## src/rtl/vector_store_unit_if.sv

```systemverilog
// Bundle of the upstream request handshake and the byte-wide memory write port
// of the vector store unit, plus its status flags.
interface vector_store_unit_if #(
  parameter int BITS_ARRAY = 64,
  parameter int BITS_DATA  = 8,
  parameter int BITS_ADDR  = 16
);
  localparam int LANES = BITS_ARRAY / BITS_DATA;

  // Upstream: a request transfers on a rising edge where startValid && startReady.
  // Memory: a byte write completes on a rising edge where memWrite && memReady.
  logic                  startValid;
  logic                  startReady;
  logic [BITS_ADDR-1:0]  baseAddress;
  logic [BITS_ARRAY-1:0] vectorData;
  logic [LANES-1:0]      laneMask;
  logic                  memWrite;
  logic [BITS_ADDR-1:0]  memAddress;
  logic [BITS_DATA-1:0]  memData;
  logic                  memReady;
  logic                  busy;
  logic                  done;

  modport master (
    output startValid, baseAddress, vectorData, laneMask, memReady,
    input  startReady, memWrite, memAddress, memData, busy, done
  );

  modport slave (
    input  startValid, baseAddress, vectorData, laneMask, memReady,
    output startReady, memWrite, memAddress, memData, busy, done
  );
endinterface

```

## src/rtl/vector_store_unit.sv

```systemverilog
// Sequential writeback: captures one packed lane vector and writes its masked
// lanes one byte per cycle to data memory, lane 0 first.
module vector_store_unit #(
  parameter int BITS_ARRAY = 64,
  parameter int BITS_DATA  = 8,
  parameter int BITS_ADDR  = 16
) (
  input  logic                clk,
  input  logic                reset,
  vector_store_unit_if.slave  bus,
  output logic [1:0]          dbg_state_o
);
  localparam int LANES  = BITS_ARRAY / BITS_DATA;
  localparam int LANE_W = (LANES > 1) ? $clog2(LANES) : 1;

  typedef enum logic [1:0] {
    ST_IDLE  = 2'd0,
    ST_WRITE = 2'd1,
    ST_DONE  = 2'd2
  } state_t;

  state_t                state_q;
  logic [LANE_W-1:0]     lane_q;
  logic [BITS_ARRAY-1:0] data_q;
  logic [BITS_ADDR-1:0]  base_q;
  logic [LANES-1:0]      mask_q;

  logic                  start_ready_q;
  logic                  busy_q;
  logic                  done_q;
  logic                  mem_write_q;
  logic [BITS_ADDR-1:0]  mem_addr_q;
  logic [BITS_DATA-1:0]  mem_data_q;

  logic                  advance_d;
  logic                  last_lane_d;
  logic [LANE_W-1:0]     lane_d;

  // Masked-off lanes never wait for memory; unmasked lanes wait for memReady.
  always_comb begin
    advance_d   = !mask_q[lane_q] || bus.memReady;
    last_lane_d = (lane_q == LANE_W'(LANES - 1));
    lane_d      = lane_q + LANE_W'(1);
  end

  // The memory port is registered: each transition loads the view of the lane
  // that will be presented in the following cycle.
  always_ff @(posedge clk) begin
    if (reset) begin
      state_q       <= ST_IDLE;
      lane_q        <= '0;
      data_q        <= '0;
      base_q        <= '0;
      mask_q        <= '0;
      start_ready_q <= 1'b1;
      busy_q        <= 1'b0;
      done_q        <= 1'b0;
      mem_write_q   <= 1'b0;
      mem_addr_q    <= '0;
      mem_data_q    <= '0;
    end else begin
      case (state_q)
        ST_IDLE: begin
          if (bus.startValid) begin
            state_q       <= ST_WRITE;
            lane_q        <= '0;
            data_q        <= bus.vectorData;
            base_q        <= bus.baseAddress;
            mask_q        <= bus.laneMask;
            start_ready_q <= 1'b0;
            busy_q        <= 1'b1;
            mem_write_q   <= bus.laneMask[0];
            mem_addr_q    <= bus.baseAddress;
            mem_data_q    <= bus.vectorData[BITS_DATA-1:0];
          end
        end
        ST_WRITE: begin
          if (advance_d) begin
            if (last_lane_d) begin
              state_q     <= ST_DONE;
              done_q      <= 1'b1;
              mem_write_q <= 1'b0;
              mem_addr_q  <= '0;
              mem_data_q  <= '0;
            end else begin
              lane_q      <= lane_d;
              mem_write_q <= mask_q[lane_d];
              mem_addr_q  <= base_q + BITS_ADDR'(lane_d);
              mem_data_q  <= data_q[int'(lane_d) * BITS_DATA +: BITS_DATA];
            end
          end
        end
        ST_DONE: begin
          state_q       <= ST_IDLE;
          done_q        <= 1'b0;
          busy_q        <= 1'b0;
          start_ready_q <= 1'b1;
        end
        default: begin
          state_q       <= ST_IDLE;
          lane_q        <= '0;
          start_ready_q <= 1'b1;
          busy_q        <= 1'b0;
          done_q        <= 1'b0;
          mem_write_q   <= 1'b0;
          mem_addr_q    <= '0;
          mem_data_q    <= '0;
        end
      endcase
    end
  end

  assign bus.startReady = start_ready_q;
  assign bus.busy       = busy_q;
  assign bus.done       = done_q;
  assign bus.memWrite   = mem_write_q;
  assign bus.memAddress = mem_addr_q;
  assign bus.memData    = mem_data_q;
  assign dbg_state_o    = state_q;
endmodule

```

## src/flat_wrapper.sv

```systemverilog
// flat-port wrapper written by rule: the top's interface ports become plain ports
module vector_store_unit_flat 
#(
  parameter int BITS_ARRAY = 64,
  parameter int BITS_DATA  = 8,
  parameter int BITS_ADDR  = 16
)
  (clk, reset, dbg_state_o, bus_startValid, bus_baseAddress, bus_vectorData, bus_laneMask, bus_memReady, bus_startReady, bus_memWrite, bus_memAddress, bus_memData, bus_busy, bus_done);
  vector_store_unit_if #(.BITS_ARRAY(BITS_ARRAY), .BITS_DATA(BITS_DATA), .BITS_ADDR(BITS_ADDR)) bus_i ();
  input  logic clk;
  input  logic reset;
  output logic [1:0] dbg_state_o;
  input wire logic [$bits(bus_i.startValid)-1:0] bus_startValid;
  input wire logic [$bits(bus_i.baseAddress)-1:0] bus_baseAddress;
  input wire logic [$bits(bus_i.vectorData)-1:0] bus_vectorData;
  input wire logic [$bits(bus_i.laneMask)-1:0] bus_laneMask;
  input wire logic [$bits(bus_i.memReady)-1:0] bus_memReady;
  output wire logic [$bits(bus_i.startReady)-1:0] bus_startReady;
  output wire logic [$bits(bus_i.memWrite)-1:0] bus_memWrite;
  output wire logic [$bits(bus_i.memAddress)-1:0] bus_memAddress;
  output wire logic [$bits(bus_i.memData)-1:0] bus_memData;
  output wire logic [$bits(bus_i.busy)-1:0] bus_busy;
  output wire logic [$bits(bus_i.done)-1:0] bus_done;
  assign bus_i.startValid = bus_startValid;
  assign bus_i.baseAddress = bus_baseAddress;
  assign bus_i.vectorData = bus_vectorData;
  assign bus_i.laneMask = bus_laneMask;
  assign bus_i.memReady = bus_memReady;
  assign bus_startReady = bus_i.startReady;
  assign bus_memWrite = bus_i.memWrite;
  assign bus_memAddress = bus_i.memAddress;
  assign bus_memData = bus_i.memData;
  assign bus_busy = bus_i.busy;
  assign bus_done = bus_i.done;
  vector_store_unit #(.BITS_ARRAY(BITS_ARRAY), .BITS_DATA(BITS_DATA), .BITS_ADDR(BITS_ADDR)) u_core (.clk(clk), .reset(reset), .bus(bus_i), .dbg_state_o(dbg_state_o));
endmodule
```

## config.mk

```make
export PLATFORM = sky130hd
export DESIGN_NAME = vector_store_unit_flat
export DESIGN_NICKNAME = d
export VERILOG_FILES = /design/src/rtl/vector_store_unit_if.sv /design/src/rtl/vector_store_unit.sv /design/src/flat_wrapper.sv
export SDC_FILE = /design/constraint.sdc
export NUM_CORES = 1
export LEC_CHECK = 0
export BUFFER_PORTS_ARGS = -buffer_cell sky130_fd_sc_hd__buf_2
export CAP_MARGIN = 30
export CORE_MARGIN = 1
export CORE_UTILIZATION = 40
export CTS_BUF_LIST = sky130_fd_sc_hd__clkbuf_2
export CTS_CLUSTER_DIAMETER = 30
export DETAILED_ROUTE_END_ITERATION = 6
export GPL_TIMING_DRIVEN = 0
export PLACE_DENSITY = 0.61
export SLEW_MARGIN = 30
export SYNTH_ARGS = -nofsm -noshare
export SYNTH_HDL_FRONTEND = slang
export SYNTH_SLANG_ARGS = --single-unit
export TNS_END_PERCENT = 50
```

## constraint.sdc

```tcl
create_clock -name clk -period 4.09 [get_ports clk]
set_input_delay 0.818 -clock clk [delete_from_list [all_inputs] [get_ports clk]]
set_output_delay 0.818 -clock clk [all_outputs]
set_load 0.02 [all_outputs]
```

==> metrics.md <==
| Metric | Value |
|---|---|
| Global route total overflow | `0` |
| Seq pwr share | `between 50% and 60%` |
| Category of the worst setup path launch point | `flop` |
| Critical Path RT | `~4700 ps` |
| Setup Skew | `between 20 and 30 ps` |
| Cell Area, Synth | `~5500 um2` |
| H-tree level count | `4` |
| Yosys warnings | `0` |
| Die Width | `around 120 um` |
| R2r startpoint | `u_core.lane_q[0]` |
| Cells along the critical path | `buf_4 -> buf_2 -> buf_2 -> inv_1 -> ha_1 -> fa_1 -> a21oi_1 -> nor4_1 -> a221oi_1 -> o21ai_1` |
| Sw frac | `between 30 and 40%` |
| Sequential area share after synthesis | `about 44%` |
| Setup slack after layout | `roughly 1100 ps` |
| Setup Buffers After CTS | `0` |
| Post-route cell area | `6525 um2` |
| Clk root buf | `clkbuf_2` |
| Yosys top cell area share | `44.22%` |
| TritonCTS Sinks | `approximately 120` |
| Clk pwr share | `slightly below 30%` |
| Total Wirelength | `~16 mm` |
| Largest net degree at the start of global routing | `17` |
| RR Endpoint | `u_core.bus.memAddress[14]` |
| Vias | `~5200` |
| Tmin final | `a little under 3000 ps` |
| Final setup violation count | `0` |
| Area Overhead vs Synth | `19.12%` |
| Fin. Hold Viols | `0` |
| Worst path max stage delay | `about 420 ps` |
| Lkg Pwr | `roughly 2.7 nW` |
| # Max-Cap Violations | `0` |
| Status | `complete, no violations` |
| Worst Max-Slew Pin Slew | `between 600 and 700 ps` |
| Avg Inst Size Synth | `8.559 um2` |
| ANT cells | `0` |
| DRC | `0` |
| Clk buf depth | `2` |
| IO buf count | `around 120` |
| Site Rows | `42` |
| Critical-path top delay cell | `fa_1` |
| Fin. max-slew vios | `0` |
| Iter 0 DRT Violations | `between 300 and 400` |
| Hold_sp | `bus_laneMask[2]` |
| Combinational power share | `18.8%` |
| CTS Hold Buffers Added | `0` |
| Worst-Skew Late Latency | `710 ps` |
| Dpl cell area | `between 6000 and 7000 um2` |
| Top post-synthesis cells by area | `dfxtp_1, nand2_1, a21oi_1` |
| Synth unique cells | `56` |
| Post-synth EDFFs | `0` |
| Final Total Pwr | `about 2.5 mW` |
| Num CTS Buffers | `17` |
| First-pass GRT wire length | `between 20 and 30 mm` |
| Cell Pwr Density | `around 390 nW/um2` |
| Hold Crit Class | `in2reg` |
| Final design utilization | `around half` |
| Initial antenna violation count | `0` |
| Vias per Instance | `roughly 5.4` |
| R2R cell count | `10` |
| Max Freq | `approximately 340 MHz` |
| Worst IR drop on VDD | `about 0.19 mV` |
| Total track usage | `23.38%` |
| Core Region | `~13000 um2` |
| Most area-hungry cell type in the Yosys netlist | `dfxtp_1` |
| Nets | `approximately 900` |
| Relative slew margins | `a little under three fifths` |
| Setup crit end kind | `flop` |
| Crit-path max FO | `10` |
| Period utilisation layout | `72.98%` |
| Post-route setup TNS | `0 ps` |
| Crit path from | `u_core.lane_q[0]` |
| Worst path arrival time | `approximately 3600 ps` |
| Cts repair resizes | `0` |
| CP most frequent cell | `buf_2` |
| Syn nets | `about 740` |
| #FFs+latches synth | `121` |
| Crit path capture | `u_core.bus.memAddress[14]` |
| Avg WL per Cell | `approximately 17 um` |
| CTS tree | `done` |
| Layout cell share with drive strength beyond 1 | `between 20 and 30%` |
| DP Wirelength | `11.82 mm` |
| DR pass1 iterations | `5` |
| Total die area | `around 14000 um2` |
| Post-Syn Instances | `640` |
| Primary FF master, synth | `dfxtp_1` |
| Worst-path clk slew | `between 150 and 200 ps` |
| Ys async rst share | `0%` |
| R2R setup slack | `approximately 1100 ps` |
| Routability cong. | `about 0.86` |
| P_int | `1.768 mW` |
| Initial cell density of the core | `about two fifths` |
| RSZ-0062 raised after global routing | `no` |
| Final ANT Viol Nets | `0` |
| Die Ht | `around 120 um` |
| Vias in the first global route | `approximately 4900` |
| I/O Pins | `~120` |
| Pre-CTS setup slack | `about 1100 ps` |
| Critical path class | `reg2reg` |
| Sw Pwr | `0.7796 mW` |
## cells by family after synthesis
family          count (synthesis)  synth area share (%)
simple gates                  264                 21.52
flops                         121                 44.22
buf+inv                        54                 4.111
fa+ha+maj                       6                 1.508
compound gates                162                 18.46
mux                            24                 8.748
xor+xnor                        9                 1.439
## cell type report
cell class | count | area (um2)
Clock inverter | 13 | 136.4
Tap cell | 176 | 220.2
Fill cell | 1375 | 6770
Buffer | 49 | 206.4
Clock buffer | 17 | 85.08
Timing Repair Buffer | 121 | 605.6
Inverter | 5 | 18.77
Multi-Input combinational cell | 465 | 2830
Sequential cell | 121 | 2422
## power by group through the flow
stage | clock network [mW] | logic (mW) | registers [mW]
after floorplan | 0 | 0.277 | 1.35
after global placement | 0 | 0.472 | 1.33
after detailed placement | 0 | 0.478 | 1.33
after CTS | 0.777 | 0.480 | 1.31
after global routing | 0.828 | 0.522 | 1.32
final | 0.760 | 0.479 | 1.31
## worst min path at each step
stage | end | slack [ps] | cells past startpoint
6_report | u_core.mask_q[2] | 320 | 3
5_1_grt | u_core.mask_q[2] | 260 | 3
4_1_cts | u_core.data_q[19] | 270 | 3
3_5_place_dp | u_core.data_q[21] | 450 | 2
3_3_place_gp | u_core.bus.done | 430 | 1
2_1_floorplan | u_core.data_q[0] | 430 | 2
## per-layer routing
| layer | up-vias | routed length (um) | track usage (%) |
|---|---|---|---|
| met4 | 0 | 359 | 9.810 |
| met5 | - | 0 | 0 |
| met2 | 193 | 7206 | 36.85 |
| met3 | 33 | 1185 | 5.891 |
| met1 | 2446 | 7260 | 30.35 |
| li1 | 2522 | - | - |
## worst max-delay path, delay by kind of cell, from the launching register on
family                   cells  cell delay (ps)
AO/OA/AOI/OAI                3              820
adder cells (fa/ha/maj)      2              640
buffers and inverters        4              910
flip-flops                   1              370
AND/OR/NAND/NOR              1              120
## metrics by stage
| step | hold slack (ps) | cells |
|---|---|---|
| 2_1_floorplan | 433.1 | 640 |
| 3_3_place_gp | 433.0 | 937 |
| 3_5_place_dp | 446.6 | 937 |
| 4_1_cts | 273.9 | 967 |
| 5_1_grt | 258.5 | 967 |
| 6_report | 324.0 | 967 |
## layout by cell type (no fill, tap or decap), types with 2 or more instances in the layout
cell type	count
bufinv_16	3
nand2b_1	2
a31oi_1	2
a221oi_1	3
nor3b_1	3
buf_2	130
nor2_2	2
nand4_1	3
o21ai_0	4
buf_4	3
nor3_1	9
nand3b_1	12
o21ai_1	4
and2_1	4
a211oi_1	11
buf_1	3
xor2_1	6
nor3_2	8
inv_1	4
xnor2_1	3
and3_1	2
o31ai_1	7
a21o_1	3
nand3_1	3
mux4_2	19
clkbuf_1	34
nor2_1	17
clkinv_1	4
dfxtp_1	121
a22o_1	12
mux2i_1	4
ha_1	5
clkbuf_2	17
nand2_1	191
clkinv_2	7
a22oi_1	8
a21oi_1	96
## cell usage after synthesis, types with 4 or more instances
cell,count
a22oi_1,8
buf_2,9
o21ai_1,4
inv_1,4
o31ai_1,7
nand3b_1,12
clkbuf_1,34
dfxtp_1,121
nor3_2,8
mux2i_1,4
and2_1,4
a21oi_1,96
mux4_2,19
nor2_1,17
ha_1,5
a22o_1,12
xor2_1,6
nor3_1,9
nand2_1,191
a211oi_1,11
o21ai_0,4
## state kept, by name, indices dropped and copies added (netlist names), 2 cells and up
register and cells:
u_core.dbg_state_o 2, u_core.bus.memAddress 16, u_core.base_q 16, u_core.mask_q 8
u_core.lane_q 3, u_core.bus.memData 8, u_core.data_q 64
No activity file was read; power rests on OpenSTA's default activity.
